==> config.mk <==
export PLATFORM = sky130hd
export DESIGN_NAME = fpu_sp_acc_seq
export DESIGN_NICKNAME = d
export VERILOG_FILES = /design/src/rtl/fpu_sp_pkg.sv /design/src/rtl/fpu_sp_acc_seq.sv
export SDC_FILE = /design/constraint.sdc
export NUM_CORES = 1
export LEC_CHECK = 0
export ABC_AREA = 0
export CAP_MARGIN = 10
export CORE_UTILIZATION = 42
export DETAILED_ROUTE_END_ITERATION = 6
export PLACE_DENSITY_LB_ADDON = 0.05
export SKIP_LAST_GASP = 1
export SYNTH_ARGS = -nofsm -noshare
export SYNTH_HDL_FRONTEND = slang
export SYNTH_SLANG_ARGS = --single-unit
export TNS_END_PERCENT = 30
==> constraint.sdc <==
create_clock -name clk -period 1.9 [get_ports clk]
set_input_delay 0.285 -clock clk [delete_from_list [all_inputs] [get_ports clk]]
set_output_delay 0.285 -clock clk [all_outputs]
set_load 0.02 [all_outputs]
==> src/rtl/fpu_sp_pkg.sv <==
// Shared constants and FSM encoding for the single-precision accumulate sequencer.
// Latency: none (declarations only).
// Backpressure: not applicable.
package fpu_sp_pkg;

  // IEEE-754 single-precision constants used by the sequencer
  localparam logic [31:0] FP_POS_ZERO = 32'h0000_0000;
  localparam logic [31:0] FP_QNAN     = 32'h7FC0_0000;

  // Sequencer states
  typedef enum logic [2:0] {
    IDLE  = 3'd0,
    FIRST = 3'd1,
    FETCH = 3'd2,
    ISSUE = 3'd3,
    WAIT  = 3'd4,
    DONE  = 3'd5
  } acc_state_e;

endpackage

==> src/rtl/fpu_sp_acc_seq.sv <==
// Reduction sequencer: folds N fp32 operands into one sum through an external adder (acc + next).
// Latency: start->sum_valid is 2 cycles for N=0, else operand arrival plus adder latency per add.
// Backpressure: in_ready only in FIRST/FETCH; waits indefinitely on add_rdy unless FPU_ACC_TIMEOUT_EN.
// Optional build macro: FPU_ACC_TIMEOUT_EN adds a per-add watchdog (TIMEOUT_CYC) that sets err.
module fpu_sp_acc_seq
  import fpu_sp_pkg::*;
#(
  parameter int CNT_W       = 8,
  parameter int TIMEOUT_CYC = 64
) (
  input  logic             clk,
  input  logic             rst,
  input  logic             start,
  input  logic [CNT_W-1:0] len,
  input  logic [31:0]      in_data,
  input  logic             in_valid,
  output logic             in_ready,
  output logic [31:0]      add_a,
  output logic [31:0]      add_b,
  output logic             add_dval,
  input  logic [31:0]      add_result,
  input  logic             add_rdy,
  output logic [31:0]      sum,
  output logic             sum_valid,
  output logic             busy,
  output logic             err
);

  acc_state_e       state_q, state_d;
  logic [CNT_W-1:0] remaining_q, remaining_d;
  logic [31:0]      acc_q, acc_d;
  logic [31:0]      add_a_q, add_a_d;
  logic [31:0]      add_b_q, add_b_d;
  logic [31:0]      sum_q, sum_d;
  logic             sum_valid_q, sum_valid_d;
  logic             err_q, err_d;

  logic             in_xfer;
  logic             last_op;
  logic             wait_expired;

  assign in_xfer = in_valid & in_ready;
  // The operand being consumed now (stream word or add result) is the final one
  assign last_op = (remaining_q == CNT_W'(1));

`ifdef FPU_ACC_TIMEOUT_EN
  localparam int WC_W = $clog2(TIMEOUT_CYC + 1);

  logic [WC_W-1:0] wait_cnt_q, wait_cnt_d;

  // Watchdog counter: cleared on the way into WAIT, counts every WAIT cycle
  always_comb begin
    wait_cnt_d = wait_cnt_q;
    if (state_q == ISSUE) begin
      wait_cnt_d = '0;
    end else if (state_q == WAIT) begin
      wait_cnt_d = wait_cnt_q + WC_W'(1);
    end
  end

  // Watchdog counter register
  always_ff @(posedge clk) begin
    if (rst) begin
      wait_cnt_q <= '0;
    end else begin
      wait_cnt_q <= wait_cnt_d;
    end
  end

  // Fires on the TIMEOUT_CYC-th WAIT cycle that still has no result
  assign wait_expired = (state_q == WAIT) && !add_rdy &&
                        (wait_cnt_q == WC_W'(TIMEOUT_CYC - 1));
`else
  // Without the watchdog the limit has no effect; WAIT only exits on add_rdy
  logic unused_timeout_cyc;
  assign unused_timeout_cyc = ^TIMEOUT_CYC;
  assign wait_expired       = 1'b0;
`endif

  // State register
  always_ff @(posedge clk) begin
    if (rst) begin
      state_q <= IDLE;
    end else begin
      state_q <= state_d;
    end
  end

  // Next-state logic
  always_comb begin
    state_d = state_q;
    unique case (state_q)
      IDLE:  if (start) state_d = (len == '0) ? DONE : FIRST;
      FIRST: if (in_xfer) state_d = last_op ? DONE : FETCH;
      FETCH: if (in_xfer) state_d = ISSUE;
      ISSUE: state_d = WAIT;
      WAIT: begin
        if (add_rdy) begin
          state_d = last_op ? DONE : FETCH;
        end else if (wait_expired) begin
          state_d = DONE;
        end
      end
      DONE:    state_d = IDLE;
      default: state_d = IDLE;
    endcase
  end

  // State-decoded outputs
  always_comb begin
    in_ready = 1'b0;
    add_dval = 1'b0;
    busy     = 1'b1;
    unique case (state_q)
      IDLE:         busy     = 1'b0;
      FIRST, FETCH: in_ready = 1'b1;
      ISSUE:        add_dval = 1'b1;
      default:      ;
    endcase
  end

  // Datapath: accumulator, operand count, adder operands and result capture
  always_comb begin
    remaining_d = remaining_q;
    acc_d       = acc_q;
    add_a_d     = add_a_q;
    add_b_d     = add_b_q;
    sum_d       = sum_q;
    sum_valid_d = 1'b0;
    err_d       = err_q;
    unique case (state_q)
      IDLE: begin
        if (start) begin
          remaining_d = len;
          err_d       = 1'b0;
          if (len == '0) acc_d = FP_POS_ZERO;
        end
      end
      FIRST: begin
        // First operand is loaded directly so a lone -0.0 keeps its sign
        if (in_xfer) begin
          acc_d       = in_data;
          remaining_d = remaining_q - CNT_W'(1);
        end
      end
      FETCH: begin
        if (in_xfer) begin
          add_a_d = acc_q;
          add_b_d = in_data;
        end
      end
      WAIT: begin
        // Results are taken verbatim, NaN/Inf included
        if (add_rdy) begin
          acc_d       = add_result;
          remaining_d = remaining_q - CNT_W'(1);
        end else if (wait_expired) begin
          acc_d = FP_QNAN;
          err_d = 1'b1;
        end
      end
      DONE: begin
        sum_d       = acc_q;
        sum_valid_d = 1'b1;
      end
      default: ;
    endcase
  end

  // Datapath registers
  always_ff @(posedge clk) begin
    if (rst) begin
      remaining_q <= '0;
      acc_q       <= FP_POS_ZERO;
      add_a_q     <= FP_POS_ZERO;
      add_b_q     <= FP_POS_ZERO;
      sum_q       <= FP_POS_ZERO;
      sum_valid_q <= 1'b0;
      err_q       <= 1'b0;
    end else begin
      remaining_q <= remaining_d;
      acc_q       <= acc_d;
      add_a_q     <= add_a_d;
      add_b_q     <= add_b_d;
      sum_q       <= sum_d;
      sum_valid_q <= sum_valid_d;
      err_q       <= err_d;
    end
  end

  assign add_a     = add_a_q;
  assign add_b     = add_b_q;
  assign sum       = sum_q;
  assign sum_valid = sum_valid_q;
  assign err       = err_q;

endmodule
[Word-level counts from Yosys, hierarchy flattened]
Cells that the tools add are included.
Word-level totals
  register bits: 140
  output and inout port bits: 101
  word-level logic and storage cells: 48
  input bits: 77
Cells by class
  multiplexer cells: 20
  reductions and logical operators: 8
  bitwise logic cells: 1
  add/sub/neg operators: 1
  equality and inequality tests: 11
Operators with widths (count)
  32-bit two-way mux: 4
  32-bit case mux with 3 select lines: 1
  8-bit two-way mux: 3
  8-bit case mux with 3 select lines: 1
  3-bit two-way mux: 6
  3-bit case mux with 5 select lines: 1
  2-bit inequality test, second input constant: 5
  8-bit by 1-bit == test with 1-bit output, second input constant: 1
  8-bit logical NOT: 1
  4-bit AND reduction: 2
  8-bit by 1-bit subtractor with 8-bit output, second input constant: 1
  3-bit by 2-bit == test with 1-bit output, second input constant: 2
  3-bit == test, second input constant: 2
  5-bit AND reduction: 1
  1-bit two-way mux: 4
  3-bit by 1-bit == test with 1-bit output, second input constant: 1
  3-bit logical NOT: 1
  3-bit nonzero test: 1
  2-bit AND reduction: 1
  2-bit OR reduction: 1
  1-bit bitwise AND: 1

[Longest topological paths before layout]
  depth after elaboration: 6
  gate-level depth with buffers: 8
  depth with buffers taken out: 6

[Worst setup path before layout]
Ideal clock, no wire load.
  path type: register -> output
  start: register state_q[1]
  end: output port in_ready
  stages on the path, launching flop included: 7
  data required time: 1.615 ns
  arrival time: 1.640 ns
  setup slack: -0.025 ns
  path buffers: 4
  cell sequence: dfxtp_1 -> buf_2 -> clkbuf_1 -> clkbuf_1 -> buf_1 -> xnor2_1 -> nor2_1
Between the ends
  longest elaborated chain between the ends: 3
  elaborated cells on any way between the ends: 4
  classes of those cells: 2 x eq/ne; 1 x mux; 1 x reduce/logical
RTL lines
  from (decl): RTL line fpu_sp_acc_seq.sv:29  | acc_state_e state_q, state_d;
  from (signal assigned): RTL line fpu_sp_acc_seq.sv:85  | state_q <= state_d;
  3-bit by 2-bit == test with 1-bit output / 3-bit by 1-bit == test with 1-bit output (equally long branches): RTL line fpu_sp_acc_seq.sv:114  | unique case (state_q)
  2-bit OR reduction *: RTL line fpu_sp_acc_seq.sv:114
  1-bit two-way mux *: RTL line fpu_sp_acc_seq.sv:114
  to (decl): RTL line fpu_sp_acc_seq.sv:17  | output logic in_ready,
Mark *: on every way between the ends. The rest lies on a longest branch, timed or not.

[Worst setup path in the final report]
  start: input port len[3]
  end: register acc_q[16]
Between the ends
  longest elaborated chain between the ends: 3
RTL lines
  from (decl): RTL line fpu_sp_acc_seq.sv:14  | input logic [CNT_W-1:0] len,
  8-bit logical NOT: RTL line fpu_sp_acc_seq.sv:136  | if (len == '0) acc_d = FP_POS_ZERO;
  2-bit inequality test (no source line)
  5-bit AND reduction (no source line)
  to (signal assigned): RTL line fpu_sp_acc_seq.sv:174  | acc_q <= FP_POS_ZERO;
  to (signal assigned): RTL line fpu_sp_acc_seq.sv:182  | acc_q <= acc_d;
  to (decl): RTL line fpu_sp_acc_seq.sv:31  | logic [31:0] acc_q, acc_d;
Every way passes these cells.
A chain may end at the register's enable or synchronous reset.

==> impl_metrics.json <==
{
  "status": "complete, no violations",
  "post-place-cells": 1053,
  "ant_nets": 0,
  "dieArea_um2": 14400,
  "cts_made_buffers": 17,
  "finalMaxSlewViolations": 0,
  "post-route-period-util": 0.991,
  "wl_um": 18800,
  "nets": 983,
  "synth_area_leaders": "dfxtp_1 (48%), nand2_1 (13%), a21oi_1 (11%), o31ai_1 (4.6%), a22oi_1 (4.4%)",
  "antenna_found_initial": 1,
  "syn-num-nets": 805,
  "synth_top_area_cell": "dfxtp_1",
  "maxCapViolCount": 0,
  "start_kind": "primary input",
  "power.leakage_nw": 3.00,
  "h-tree-depth": 4,
  "first_pass_iters": 5,
  "num_io_pins": 178,
  "yosysMostFrequentCell": "nand2_1",
  "max-vdd-ir-drop_mv": 0.541,
  "vias": 5987,
  "regArea_um2": 2810,
  "path_clk_slew_ns": 0.06,
  "synth_warnings": 0,
  "crit_fanout": 12,
  "fin_skew_ns": 0.0115,
  "root_buffer": "clkbuf_16",
  "p_per_area_nw_per_um2": 1060,
  "nFillCells": 1119,
  "yosys.cell_types.count": 43,
  "multi_input_area_um2": 2800,
  "postCtsHoldBufs": 0,
  "r2r_cells": 7,
  "relSlewSlack": 0.636,
  "coreArea_um2": 13400,
  "tightest_slew_ns": 0.546,
  "synth.avg_cell_area_um2": 8.03,
  "rrSetupSlack_ns": 0.02,
  "drive_above_1_share": 0.134,
  "track_usage": 0.262,
  "cts_sinks": 140,
  "setup_violations": 0,
  "fin_ws_ns": 0.0168,
  "period_needed_ns": 1.88,
  "via_per_inst": 5.48,
  "grt_setup_unrepaired": "true",
  "cp.required_ns": 2.24,
  "fin_util": 0.664,
  "pre_cts_slack_ns": -0.518,
  "die-height_um": 120,
  "grt_pass1_vias": 5492,
  "grt_max_degree": 65,
  "final_cells": 1093,
  "initial_core_util": 0.435,
  "cts_tree": "yes",
  "cp-end-kind": "flop",
  "holdWs_ns": 0.349,
  "place_hpwl_um": 12500,
  "hold_path_class": "primary input to flop",
  "drc": 0,
  "area_growth_pct": 52.6,
  "gp_congestion": 0.887,
  "grt_pass1_wl_um": 29000,
  "netlist_area_um2": 5830,
  "synth_async_sr_flop_share": 0,
  "die_x_um": 120,
  "yosysSeqAreaShare": 0.480,
  "clk_latency_ns": 0.42,
  "synth_cells": 726,
  "cp.arrival_ns": 2.22,
  "row_count": 42,
  "synth_common_cells": "nand2_1 (198), dfxtp_1 (140), a21oi_1 (133), clkbuf_1 (60), o31ai_1 (36)",
  "clk_path_buf_depth": 2,
  "synth_top_area_share": 0.480,
  "wl_per_cell_um": 17.2,
  "synth_seq_cells": 140,
  "drt_iter0_markers": 467,
  "synth_top_flop_cell": "dfxtp_1",
  "portBuffers": 176,
  "whs_path_depth": 2,
  "max_clock_freq_mhz": 531,
  "worstSetupPathType": "primary input to flop",
  "hold_violations": 0,
  "synth-edff-count": 0,
  "grt_overflow": 0
}
-- routing by layer --
metal	wire (um)	vias to the layer above	GRT usage
li1	-	2926	-
met1	8450	2757	0.362
met2	8180	277	0.381
met3	1730	27	0.0779
met4	394	0	0.102
met5	0	-	0
-- final timing paths --
path,startpoint,endpoint
max reg2reg,state_q[1],acc_q[16]
min,rst,add_a[19]
max,len[3],acc_q[16]
min reg2reg,sum[6],sum[6]
-- sequential cells by signal, indices dropped and copies added (netlist names) --
signal / flops
remaining_q: 8
acc_q: 32
add_b: 32
add_a: 32
sum: 32
sum_valid: 1
state_q: 3
-- stage by stage --
stage / setup TNS [ns] / area (um^2) / power (mW)
final: 0 / 8900 / 9.45
after detailed placement: -15.32 / 8010 / 5.47
after floorplan: -0.224 / 5840 / 4.50
after global placement: -13.88 / 8010 / 5.44
after global routing: -0.0622 / 8900 / 9.82
after CTS: -0.0210 / 8740 / 9.23
-- critical path, cell delays in order --
cell and delay [ns]:
dlygate4sd2_1 0.24, or4_4 0.54, o21ba_4 0.31, buf_12 0.17
or4_1 0.48, a21oi_1 0.19
-- cell type report --
cell class	count	share of cell area
Tap cell	176	0.0247
Inverter	9	0.00379
Antenna cell	1	0.000281
Multi-Input combinational cell	505	0.314
Timing Repair Buffer	231	0.270
Sequential cell	140	0.316
Clock buffer	22	0.0533
Clock inverter	9	0.0177
-- cells in the final DEF (no fill, tap or decap), drive strengths merged, types with 2 or more instances in the layout --
cell           count
xnor2              2
clkbuf            26
dfxtp            140
bufinv             4
o211ai             2
a211o              3
or3                3
or3b               2
inv               11
and3               2
a211oi             2
a22oi             34
buf               52
nor2              10
nand2            198
ha                 2
or2                2
o21ai              4
a221oi             4
dlygate4sd2       10
or4               35
nor3               6
clkinvlp           2
nand3              3
o31ai             36
a21oi            133
clkdlybuf4s50    164
o32ai              2
o22ai              3
nor3b              4
o21a               2
-- power by group --
part	internal, mW	total [mW]	switching (mW)
clock network	2.30	3.54	1.24
registers	3.08	3.22	0.144
logic	1.25	2.68	1.43
total	6.63	9.45	2.82
-- what timing repair did --
item,4_1_cts,5_1_grt
gates cloned,2,4
resized for setup,25,19
buffers inserted,1,2
pin swaps,1,17
endpoints found under the setup margin,36,29
-- logic make-up after synthesis --
| kind of cell | after synthesis | share of synthesized area |
|---|---|---|
| adders and majority gates | 2 | 0.00429 |
| other | 1 | 0.000643 |
| muxes | 1 | 0.00172 |
| and+or+nand+nor | 268 | 0.209 |
| AOI/OAI and AO/OA | 231 | 0.241 |
| DFF | 140 | 0.480 |
| buffers and inverters | 81 | 0.0598 |
| xor gates and xnor gates | 2 | 0.00300 |
Power figures use the tool's default switching activity.
